$ cat config.mk
export PLATFORM = sky130hd
export DESIGN_NAME = piso_serializer
export DESIGN_NICKNAME = d
export VERILOG_FILES = /design/src/rtl/piso_serializer_pkg.sv /design/src/rtl/piso_word_buf.sv /design/src/rtl/piso_serializer.sv
export SDC_FILE = /design/constraint.sdc
export NUM_CORES = 1
export LEC_CHECK = 0
export ABC_AREA = 1
export ABC_CLOCK_PERIOD_IN_PS = 1630
export CAP_MARGIN = 15
export CORE_UTILIZATION = 50
export DETAILED_ROUTE_END_ITERATION = 16
export PLACE_DENSITY = 0.76
export SLEW_MARGIN = 25
export SYNTH_ARGS = -nofsm -noshare
export SYNTH_HDL_FRONTEND = slang
export SYNTH_HIERARCHICAL = 1
export SYNTH_SLANG_ARGS = --single-unit
$ cat constraint.sdc
create_clock -name clk -period 1.63 [get_ports clk]
set_input_delay 0.2445 -clock clk [delete_from_list [all_inputs] [get_ports clk]]
set_output_delay 0.2445 -clock clk [all_outputs]
set_load 0.03 [all_outputs]
$ cat src/rtl/piso_serializer_pkg.sv
// piso_serializer_pkg: shared FSM state, counter sizing and bit-order constants for the serializer
package piso_serializer_pkg;
  typedef enum logic {IDLE, SHIFT} state_e;
  localparam bit LSB_FIRST_ORDER = 1'b1;
  localparam bit MSB_FIRST_ORDER = 1'b0;
  function automatic int cnt_w(input int width);
    return $clog2(width);
  endfunction
endpackage

$ cat src/rtl/piso_word_buf.sv
// piso_word_buf: load-enabled word holding register with a full flag, set on load and cleared on take
module piso_word_buf #(
  parameter int WIDTH = 16
) (
  input  logic             clk,
  input  logic             rst,
  input  logic             load_i,
  input  logic             take_i,
  input  logic [WIDTH-1:0] d_i,
  output logic [WIDTH-1:0] q_o,
  output logic             full_o
);
  logic [WIDTH-1:0] q_q;
  logic             full_q;
  always_ff @(negedge clk) begin
    if (rst) begin
      q_q    <= '0;
      full_q <= 1'b0;
    end else begin
      if (load_i) q_q <= d_i;
      full_q <= load_i ? 1'b1 : (take_i ? 1'b0 : full_q);
    end
  end
  assign q_o    = q_q;
  assign full_o = full_q;
endmodule

$ cat src/rtl/piso_serializer.sv
// piso_serializer: parallel-in serial-out word serializer with framing, stall and a one-word pending buffer
module piso_serializer
  import piso_serializer_pkg::*;
#(
  parameter int WIDTH     = 16,
  parameter bit LSB_FIRST = 1'b1
) (
  input  logic             clk,
  input  logic             rst,
  input  logic [WIDTH-1:0] data_in,
  input  logic             ld,
  input  logic             hold,
  output logic             ready,
  output logic             busy,
  output logic             sout,
  output logic             sout_valid,
  output logic             sof,
  output logic             eof
);
  localparam int CW = cnt_w(WIDTH);
  localparam logic [CW-1:0] LAST = CW'(WIDTH - 1);
  state_e           state_q, state_d;
  logic [WIDTH-1:0] sh_q, sh_d, pend;
  logic [CW-1:0]    cnt_q, cnt_d;
  logic             pend_full, pend_load, pend_take, accept, last;
  assign accept = ld & ready;
  assign last   = cnt_q == LAST;
  always_ff @(negedge clk) begin
    if (rst) begin
      state_q <= IDLE;
      sh_q    <= '0;
      cnt_q   <= '0;
    end else begin
      state_q <= state_d;
      sh_q    <= sh_d;
      cnt_q   <= cnt_d;
    end
  end
  always_comb begin
    state_d   = state_q;
    sh_d      = sh_q;
    cnt_d     = cnt_q;
    pend_load = 1'b0;
    pend_take = 1'b0;
    if (state_q == IDLE) begin
      if (accept) begin
        state_d = SHIFT;
        sh_d    = data_in;
        cnt_d   = '0;
      end
    end else if (!hold && last) begin
      // End of frame: pending word first, then a direct load, else fall back to idle
      cnt_d = '0;
      if (pend_full) begin
        sh_d      = pend;
        pend_take = 1'b1;
      end else if (ld) begin
        sh_d = data_in;
      end else begin
        state_d = IDLE;
      end
    end else begin
      pend_load = accept;
      if (!hold) begin
        sh_d  = (LSB_FIRST == LSB_FIRST_ORDER) ? sh_q >> 1 : sh_q << 1;
        cnt_d = cnt_q + CW'(1);
      end
    end
  end
  piso_word_buf #(.WIDTH(WIDTH)) u_pend (
    .clk    (clk),
    .rst    (rst),
    .load_i (pend_load),
    .take_i (pend_take),
    .d_i    (data_in),
    .q_o    (pend),
    .full_o (pend_full)
  );
  assign ready      = ~pend_full;
  assign sout_valid = state_q == SHIFT;
  assign busy       = sout_valid;
  assign sout       = sout_valid & ((LSB_FIRST == LSB_FIRST_ORDER) ? sh_q[0] : sh_q[WIDTH-1]);
  assign sof        = sout_valid & (cnt_q == '0);
  assign eof        = sout_valid & last;
endmodule
# Word level (Yosys, flattened, before mapping)
# Cells that the tools add are included.
[totals] register_bits=38 input_bits=20
[classes] addsub=1 n_eq_ne=3 n_mux=22 n_bitwise=5 n_reduce_logical=7
[ops] cell="16-bit two-way mux" n=6
[ops] cell="4-bit two-way mux" n=4
[ops] cell="1-bit two-way mux" n=12
[ops] cell="4-bit by 1-bit adder with 4-bit output (second input constant)" n=1
[ops] cell="1-bit AND" n=4
[ops] cell="4-bit equality test (second input constant)" n=1
[ops] cell="4-bit zero test" n=1
[ops] cell="4-bit by 3-bit != test with 1-bit output (second input constant)" n=1
[ops] cell="2-bit nonzero test" n=2
[ops] cell="3-bit by 2-bit != test with 1-bit output (second input constant)" n=1
[ops] cell="3-bit AND reduction" n=1
[ops] cell="2-bit AND reduction" n=1
[ops] cell="1-bit logical AND" n=1
[ops] cell="1-bit zero test" n=1
[ops] cell="1-bit NOT" n=1

# Longest topological paths before layout
[logic_depth] depth_word=6 mapped_depth=9

# Modules after synthesis
# Netlist, hierarchy kept.
[modules_own_cells] mod="piso_serializer" instances=1 cells_per_inst=305 area_each_um2=1666.6 seq_area_each_um2=420.4
[modules_own_cells] mod="piso_word_buf" instances=1 cells_per_inst=74 area_each_um2=591.8 seq_area_each_um2=340.3

==> implementation parameters <==
Parameter                              Value

Outcome
  Outcome ... finished, violations left
  Violated checks ... setup timing

Yosys
  Proportion of synthesized chip area in sequential cells ... 33.7%
  Synth top area cells ... dfxtp_1 (34%), nor2_1 (16%), nand2_1 (16%)
  Number of warnings reported in the yosys synthesis log ... 6
  Avg Inst Size Synth ... roughly 6.0 um^2
  Gate Count Post-Synth ... 379
  Synth Register Bits ... 38
  Synth unique cells ... 25
  Share of the synthesized area in the top cell type ... approximately a third
  Post-Synthesis Cell Area ... ~2300 um^2
  Post-Syn Nets ... approximately 400
  Dominant cell type by area after synthesis ... dfxtp_1

Floorplanning
  Horizontal extent of the die ... a little under 70 um
  Cell row count ... 24
  Die area ... between 4000 and 5000 um^2
  Starting density of the core ... between 50% and 60%
  Top-Level Pins ... 26
  Core ar. ... around 4400 um^2
  Die Y-Extent ... ~69 um

Route
  Drt initial violations ... 332
  Average wire length per cell after detail routing ... 17.1 um
  Residual DRC ... 0
  Drt pass-1 iters ... 5
  Mean number of vias per cell ... 5.66
  Detailed-route wire length ... 9150 um
  Total via count in the routed design ... a little over 3000
  Post-route antenna net violation count ... 0

Finish
  Leading cell type in the layout, fill and taps excluded ... inv_1
  Highest-count cells in the layout ignoring fill and taps ... inv_1 (91), nand2_1 (78), nor2_1 (77)
  Fillers ... 239
  Number of diodes added for antenna fixing ... 0
  Post-Route Utilization ... between 80 and 90%
  Layout area overhead ... 63.2%
  Ratio of cells with drive above 1 in the final layout ... roughly 33%
  Layout Cells excl Fill ... roughly 540
  Net count, final ... just over 500

Worst setup path
  Critical path buffer and inverter count ... 2
  Critical Path Fanout Max ... 2
  CP startpoint kind ... register
  Crit-path slowest cell ... dfxtp_2
  Register-to-register setup slack ... -190 ps
  Worst endpoint required time ... 1390 ps
  Top delay family on crit path ... flip-flops
  CP endpoint kind ... output port
  Reg2Reg Capture Point ... sh_q[10]
  Critical setup path kind ... register to output port
  Origin of the critical flop-to-flop path ... cnt_q[1]
  Logic depth of the worst register-to-register path ... 11
  CP peak stage delay ... 360 ps
  Critical path, cell by cell ... buf_12 -> ha_4 -> nand3_4 -> nor2_4 -> buf_6
  CP arrival ... between 2000 and 2500 ps

Hold path
  Hold Crit Start ... u_pend/q_o[4]
  End of the worst hold path ... u_pend/q_o[4]
  Depth of the worst hold-timing path ... 2
  Path category of the worst min-delay check ... register to register

Clock tree
  Num Clock Sinks ... 38
  Clock Tree Root ... clkbuf_8
  Clock Pin Slew Worst Setup and Hold Paths ... 40 ps
  TritonCTS clock tree ... built
  Clock buffer count from CTS ... 5
  H-tree levels ... 2
  Max clock buf depth ... 2
  Clock Latency Late Sink ... 420 ps

Power
  Leakage power summed over all cells ... between 1.5 and 2 nW
  Maximum VDD drop ... between 0.5 and 0.6 mV
  Total power density per cell area ... 884 nW/um^2

GRT
  Pin count of the biggest net entering global routing ... 35
  Vias in the first global route ... slightly below 3000
  Wire length of the first global-routing pass ... 12300 um
  All-layer global routing usage ... between 30 and 40%
  Final global-route overflow total ... 0
  Number of antenna violations at the first check in global routing ... 0

STA
  Number of endpoints with negative hold slack in the final report ... 0
  Number of pins exceeding their max-slew limit in the final report ... 0
  Final worst-path setup slack ... -765 ps
  Setup repair after global routing missed its margin ... true
  Worst-case hold slack ... roughly 500 ps
  Worst slew slack as a fraction of its limit ... between 70% and 80%
  Setup clock skew after layout ... 63.2 ps
  Pin slew with the least headroom to its limit ... ~380 ps
  Final number of setup-violating endpoints ... 39

Placement
  Final Wtd Congestion ... around 0.8
  Number of I/O port buffers ... 25
  Inst Count DP ... between 400 and 500
  HPWL after detailed placement ... 3770 um

Run
  Max Cap Violations ... 0
[area by class of cell]
class / instances / area (um^2) / share of cell area, %
repair buffers: 79 / 856 / 23.2
well taps: 52 / 65.1 / 1.77
multi-input cells: 262 / 1510 / 41.0
inverters: 59 / 236 / 6.42
clock inverters: 41 / 181 / 4.92
flip-flops and latches: 38 / 768 / 20.8
clock buffers: 5 / 68.8 / 1.87
[worst reg2reg max path: stages (launching register included)]
cell       delay (ps)
dfxtp_2           360
buf_12            110
ha_4              130
nand3_4            90
buf_4             160
buf_6             100
buf_4             130
nor2_4            190
clkbuf_16         190
nand2_1            70
nand3_1            90
a21oi_1            70
[repair_timing]
item                       CTS  global route
resized for setup           95            48
cloned                       4             1
setup endpoints to repair   44            39
setup buffers               14             5
hold buffers                 0             0
pin swaps                   29            16
[where the power goes]
group | internal [mW] | leakage, nW | switching [mW]
Combinational | 0.392 | 1.40 | 0.515
Clock | 0.571 | 0.258 | 0.711
Sequential | 1.02 | 0.315 | 0.0540
Total | 1.98 | 1.97 | 1.28
[logic make-up after synthesis]
family	share of synthesized area, %
simple gates	39.7
fa+ha+maj	1.11
compound gates	9.75
flops	33.7
buf+inv	15.8
[registers in the layout, summed over array words and instances, names as in the netlist]
register	count
busy	1
cnt_q	4
sh_q	16
u_pend/q_o	16
u_pend/full_o	1
[per-layer routing]
layer	GRT usage [%]	vias up	wire length (um)
li1	-	1348	-
met1	33.0	1365	3280
met2	55.4	255	4480
met3	8.87	67	851
met4	23.1	0	534
met5	0	-	0
[synth_stat cells (all sizes together)]
cell type	number
nand2	98
nand3	21
nor2	100
o21ai	16
clkinv	1
inv	60
nand4	1
nor3	2
a21oi	20
buf	16
dfxtp	38
clkbuf	2
ha	2
a31oi	1
o211ai	1
[worst max-delay path by stage]
stage	cells past startpoint	start	endpoint	slack, ps
global route	5	cnt_q[1]	eof	-790
global placement	8	hold	u_pend/q_o[8]	-760
CTS	5	cnt_q[1]	eof	-690
detailed placement	8	hold	u_pend/q_o[13]	-850
floorplan	4	busy	sof	-460
finish	5	cnt_q[1]	eof	-760
[through the flow]
| stage | setup TNS (ps) | total power, mW | setup WS, ps | cell area (um^2) |
|---|---|---|---|---|
| after floorplan | -7360 | 1.62 | -462 | 2360 |
| after global placement | -27120 | 1.79 | -757 | 2850 |
| after detailed placement | -29070 | 1.81 | -850 | 2850 |
| after CTS | -2910 | 3.02 | -692 | 3460 |
| after global routing | -8070 | 3.41 | -790 | 3690 |
| final | -6230 | 3.26 | -765 | 3690 |
No activity file was read; power rests on OpenSTA's default activity.
==> RTL change 1, RTL diff (same flow settings) <==
`WIDTH` is set to 16 in 2 places; all go to 24.
--- a/src/rtl/piso_word_buf.sv
+++ b/src/rtl/piso_word_buf.sv
@@ -1,5 +1,5 @@
 // piso_word_buf: load-enabled word holding register with a full flag, set on load and cleared on take
 module piso_word_buf #(
-  parameter int WIDTH = 16
+  parameter int WIDTH = 24
 ) (
   input  logic             clk,
--- a/src/rtl/piso_serializer.sv
+++ b/src/rtl/piso_serializer.sv
@@ -3,5 +3,5 @@
   import piso_serializer_pkg::*;
 #(
-  parameter int WIDTH     = 16,
+  parameter int WIDTH     = 24,
   parameter bit LSB_FIRST = 1'b1
 ) (
Interface: changed (resized data_in); port bits go from 26 to 34. No check against the original RTL was run, so the function may have changed too.
==> RTL change 1 against the original RTL <==
Largest power group is now sequential cells; total power is 22% higher; sequential cell count is 17 higher; synthesized area is 50% higher; routed wire length is 8.6% higher; design area is 32% higher; the flow finishes with violations (design-rule violations, negative setup slack); setup slack better by 15 ps; register-to-register slack better by 30 ps; sequential power is 44% higher.
==> RTL change 1: results (changes against the original RTL) <==
** Outcome
- The flow ran to the end, but the final reports show violations.
- Violated checks :: design-rule violations, negative setup slack

** Placed design
- The placed cell count was 669 (+42%).
- The half-perimeter wire length of the detailed placement result came to 5180 um (+37%).
- Placed cell area :: 4130 um2 (+45%)
- Input/output buffers :: 33 (+32%)
- GP Congestion :: 0.823 (+2.8%)

** Global route
- The largest net degree at the start of global routing was 51 (+46%).
- The total routing resource utilization after global routing was 27.8% (-4.3 points).
- Via count of the first global-routing pass :: 3631 (+23%)
- Grt met1 use :: 30.9% (-2.1 points)
- Met2 layer usage reported by global route :: 48.7% (-6.8 points)
- Global Route met3 Usage :: 7.08% (-1.8 points)
- Global-route wire length before repair :: 15900 um (+29%)

** Routing
- Detail Route met3 WL :: 513 um (-40%)
- The average via count per standard cell is 5.08 (-10%).
- Total length of routed wires :: 9940 um (+8.6%)
- The iteration-0 DRC count of the detailed router is 184 (-45%).
- The number of detailed-route iterations in the first pass came to 11 (+6).
- Count of unresolved DRC violations after routing :: 2 (+2)
- Post-Route M1 WL :: 4150 um (+26%)
- Met2 routed wirelength :: 5090 um (+14%)

** Logic synthesis
- Counting instances in the post-synthesis netlist gives the leading cell types as sky130_fd_sc_hd__nor2_1 (130), sky130_fd_sc_hd__nand2_1 (112), sky130_fd_sc_hd__inv_1 (85).
- Syn nets :: 585 (+46%)
- The number of warnings reported in the yosys synthesis log was 6 (unchanged).
- The portion of the post-synthesis area used by sequential elements is 32.4% (-1.2 points).
- The synthesized netlist cell count is 555 (+46%).
- Post-synth cell types :: 27 (+8.0%)
- Leading post-synthesis cells by cell area :: sky130_fd_sc_hd__dfxtp_1 (32%), sky130_fd_sc_hd__nor2_1 (14%), sky130_fd_sc_hd__nand2_1 (12%)
- The share of flip-flops with an asynchronous set or reset was 0% (unchanged).

** Clocking
- The clock latency on the worst-skew pair was 390 ps (-30 ps).

** Power and ir drop
- The maximum ir drop on the vdd rail is 0.442 mV (-25%).
- Leakage dissipation :: 2.61 nW (+32%)
- Switching share of power :: 38.7% (-0.51 points)

** Layout
- The final non-filler cell total is 744 (+39%).
- Final-stage net count :: 696 (+38%)
- Filler instances :: 499 (+110%)
- The share of cells above drive strength 1 was 27.0% (-6.1 points).

** Worst hold path
- Kind of path behind the tightest hold check :: flip-flop to flip-flop

** Critical path
- Biggest cell delay along the critical path :: 350 ps
- Arrival time of the worst setup path :: 2130 ps (-20 ps)
- The largest fanout on the critical path was 3 (+1).
- The slowest stage of the critical path is the sky130_fd_sc_hd__dfxtp_4 cell.

** STA
- The total of endpoints with negative setup slack in the final report is 55 (+41%).
- The max-slew headroom at the worst pin was 68.0% (-6.6 points).
- The setup TNS after final layout came to -7160 ps (-930 ps).
- Clock Skews :: 23.5 ps (-39.7 ps)
- The worst setup slack after layout was -749 ps (+15.4 ps).
==> RTL change 1: cell count changes after synthesis, sizes merged, moves of 10 or more <==
cell | unedited run | this run
nor2 | 100 | 151
nand3 | 21 | 51
inv | 60 | 89
nand2 | 98 | 116
dfxtp | 38 | 55
clkbuf | 2 | 12
o21ai | 16 | 26
==> RTL change 1: layout make-up <==
cell class / count / share of cell area (%)
multi-input cells: 379 / 43.1
flip-flops and latches: 55 / 22.8
well taps: 77 / 1.97
clock buffers: 5 / 1.41
clock inverters: 58 / 4.61
inverters: 88 / 7.15
repair buffers: 82 / 19.0
==> RTL change 1: cells by family after synthesis <==
family / synth area share, %
buffers and inverters: 16.0
adder cells (fa/ha/maj): 0.737
AO/OA/AOI/OAI: 10.7
AND/OR/NAND/NOR: 40.1
flip-flops: 32.4
==> RTL change 1: metrics by stage <==
step | power, W | utilization (%) | worst slack [ps] | hold WS, ps
6_report | 0.00397 | 75.6 | -749 | 499
5_1_grt | 0.00428 | 75.6 | -801 | 522
4_1_cts | 0.00395 | 73.2 | -754 | 483
3_5_place_dp | 0.00269 | 64.0 | -960 | 483
3_3_place_gp | 0.00266 | 64.0 | -902 | 466
2_1_floorplan | 0.00244 | - | -484 | 453
==> RTL change 1: worst paths after layout <==
check             endpoint           from  slack (ps)  cells after the start
min          u_pend/q_o[5]  u_pend/q_o[5]         500                      2
max reg2reg       sh_q[21]       cnt_q[0]        -160                     10
min reg2reg  u_pend/q_o[5]  u_pend/q_o[5]         500                      2
max                    sof       cnt_q[0]        -750                      5
==> RTL change 1: worst reg2reg max path, stage by stage (launching register included) <==
cell                      delay, ps
sky130_fd_sc_hd__dfxtp_4        360
sky130_fd_sc_hd__ha_4           140
sky130_fd_sc_hd__nand2_4         50
sky130_fd_sc_hd__nor2_4         140
sky130_fd_sc_hd__buf_4          320
sky130_fd_sc_hd__nand2_2        110
sky130_fd_sc_hd__nand2_4        180
sky130_fd_sc_hd__buf_12         190
sky130_fd_sc_hd__nand2_1         90
sky130_fd_sc_hd__nand2_1         90
sky130_fd_sc_hd__a21oi_2         30
==> RTL change 1: what timing repair did <==
| action | 4_1_cts | 5_1_grt |
|---|---|---|
| resized for setup | 75 | 43 |
| setup buffers | 8 | 4 |
| endpoints found under the setup margin | 61 | 57 |
| pin swaps | 41 | 36 |
| cloned | 4 | 0 |
==> RTL change 1: power groups by stage <==
| stage | logic [W] | clock network [W] | registers [W] |
|---|---|---|---|
| floorplan | 0.000691 | 0.000214 | 0.00154 |
| global placement | 0.000909 | 0.000214 | 0.00154 |
| detailed placement | 0.000931 | 0.000214 | 0.00155 |
| CTS | 0.00106 | 0.00135 | 0.00153 |
| global route | 0.00123 | 0.00150 | 0.00155 |
| finish | 0.00113 | 0.00130 | 0.00154 |
==> RTL change 2, RTL diff (config.mk and constraints unchanged) <==
Made on the original files. Reset style: asynchronous (`rst`), changed in 2 clocked blocks.
--- a/src/rtl/piso_word_buf.sv
+++ b/src/rtl/piso_word_buf.sv
@@ -13,5 +13,5 @@
   logic [WIDTH-1:0] q_q;
   logic             full_q;
-  always_ff @(negedge clk) begin
+  always_ff @(negedge clk or posedge rst) begin
     if (rst) begin
       q_q    <= '0;
--- a/src/rtl/piso_serializer.sv
+++ b/src/rtl/piso_serializer.sv
@@ -26,5 +26,5 @@
   assign accept = ld & ready;
   assign last   = cnt_q == LAST;
-  always_ff @(negedge clk) begin
+  always_ff @(negedge clk or posedge rst) begin
     if (rst) begin
       state_q <= IDLE;
Formal check against the unedited RTL: differs if rst is asserted again (counterexample within 4 cycles, from zero or initial values and one cycle with rst high); with rst held inactive, the same outputs for 10 cycles.
==> RTL change 2 against the original RTL <==
The run still ends with negative setup slack left; cell count fell by 24%; first-iteration DRC count fell by 25%; register-to-register slack improved by 30 ps; sequential cell count did not move; setup slack improved by 71 ps; routed wire length fell by 19%; non-clock buffer count fell by 1; synthesized area fell by 5.6%; design area fell by 7.8%.
Power is not compared: it rests on default switching activity, and its combinational part moved more than twofold at a synthesized area within 25%.
==> RTL change 2: results (changes against the original RTL) <==
** Outcome
- The flow ran to the end, but the final reports show violations.
- Violated checks :: negative setup slack

** Logic synthesis
- By area the synthesized netlist is led by sky130_fd_sc_hd__dfrtn_1 (45%), sky130_fd_sc_hd__nand2_1 (21%), sky130_fd_sc_hd__nand3_1 (7.3%).
- Arithmetic-cell share of the synthesized area counting full adders, half adders and majority gates :: 1.17% (+0.066 points)
- The number of distinct library cells after synthesis was 26 (+4.0%).
- The share of flip-flops with an asynchronous set or reset was 100% (+100 points).
- Sequential-to-total area share from yosys stat :: 44.6% (+11 points)
- Syn nets :: 303 (-24%)
- Post-synthesis instance total :: 281 (-26%)
- By count the netlist is led by sky130_fd_sc_hd__nand2_1 (121), sky130_fd_sc_hd__dfrtn_1 (38), sky130_fd_sc_hd__nand3_1 (31).

** Critical path
- The slowest stage of the critical path is the sky130_fd_sc_hd__dfrtn_1 cell.
- The largest fanout on the critical path is 3 (+1).
- The critical path arrival was 2080 ps (-70 ps).
- The reg-to-reg setup timing slack is -160 ps (+30 ps).
- Biggest cell delay along the critical path :: 480 ps (+120 ps)
- Capture point of the critical path :: sof
- The most critical setup path has its startpoint at cnt_q[0].

** STA
- The total of endpoints with negative setup slack in the final report was 41 (+5.1%).
- The worst hold margin was 426 ps (-61.6 ps).
- The slew at the pin closest to its max-slew limit came to 355 ps (-25.8 ps).
- Setup ws final :: -694 ps (+70.8 ps)
- The final worst clock skew was 7.02 ps (-56.2 ps).

** Layout
- The share of cells above drive strength 1 was 44.1% (+11 points).
- Filler instances :: 210 (-12%)

** Routing
- The mean routed wirelength per cell came to 18.2 um (+6.5%).
- Post-Route M1 WL :: 2700 um (-18%)
- The met3 wirelength from detailed routing is 654 um (-23%).

** Global route
- The met3 track utilization from global routing is 5.74% (-3.1 points).
- Grt met1 use :: 38.0% (+5.0 points)
- The global routing met2 resource utilization came to 54.6% (-0.82 points).
- Via count of the first global-routing pass :: 2172 (-27%)

** Clocking
- The number of resized instances in the post-cts repair step came to 62 (-35%).

** Placed design
- Sum of net half-perimeters after detailed placement :: 3620 um (-4.1%)
- GP Congestion :: 0.797 (-0.42%)
- Placed cell area :: 2660 um2 (-6.4%)

** Worst hold path
- WHS Endpoint :: u_pend/q_o[0]
==> RTL change 2: metrics by stage <==
| stage | total power [W] | setup WS [ps] | utilization [%] | TNS, ps |
|---|---|---|---|---|
| floorplan | 0.00287 | -776 | - | -14600 |
| global placement | 0.00338 | -846 | 65.6 | -32310 |
| detailed placement | 0.00346 | -872 | 65.6 | -32690 |
| CTS | 0.00464 | -693 | 77.1 | -5810 |
| global route | 0.00542 | -741 | 83.7 | -9600 |
| finish | 0.00516 | -694 | 83.7 | -8070 |
==> RTL change 2: area by class of cell <==
cell class / instances / area (um2) / share of cell area (%)
sequential: 38 / 951 / 28.0
timing repair inverter: 2 / 41.3 / 1.22
multi-input combinational: 214 / 1340 / 39.5
inverter: 19 / 83.8 / 2.47
tap: 50 / 62.6 / 1.84
clock buffer: 6 / 82.6 / 2.43
timing repair buffer: 78 / 806 / 23.7
clock inverter: 1 / 30.0 / 0.884
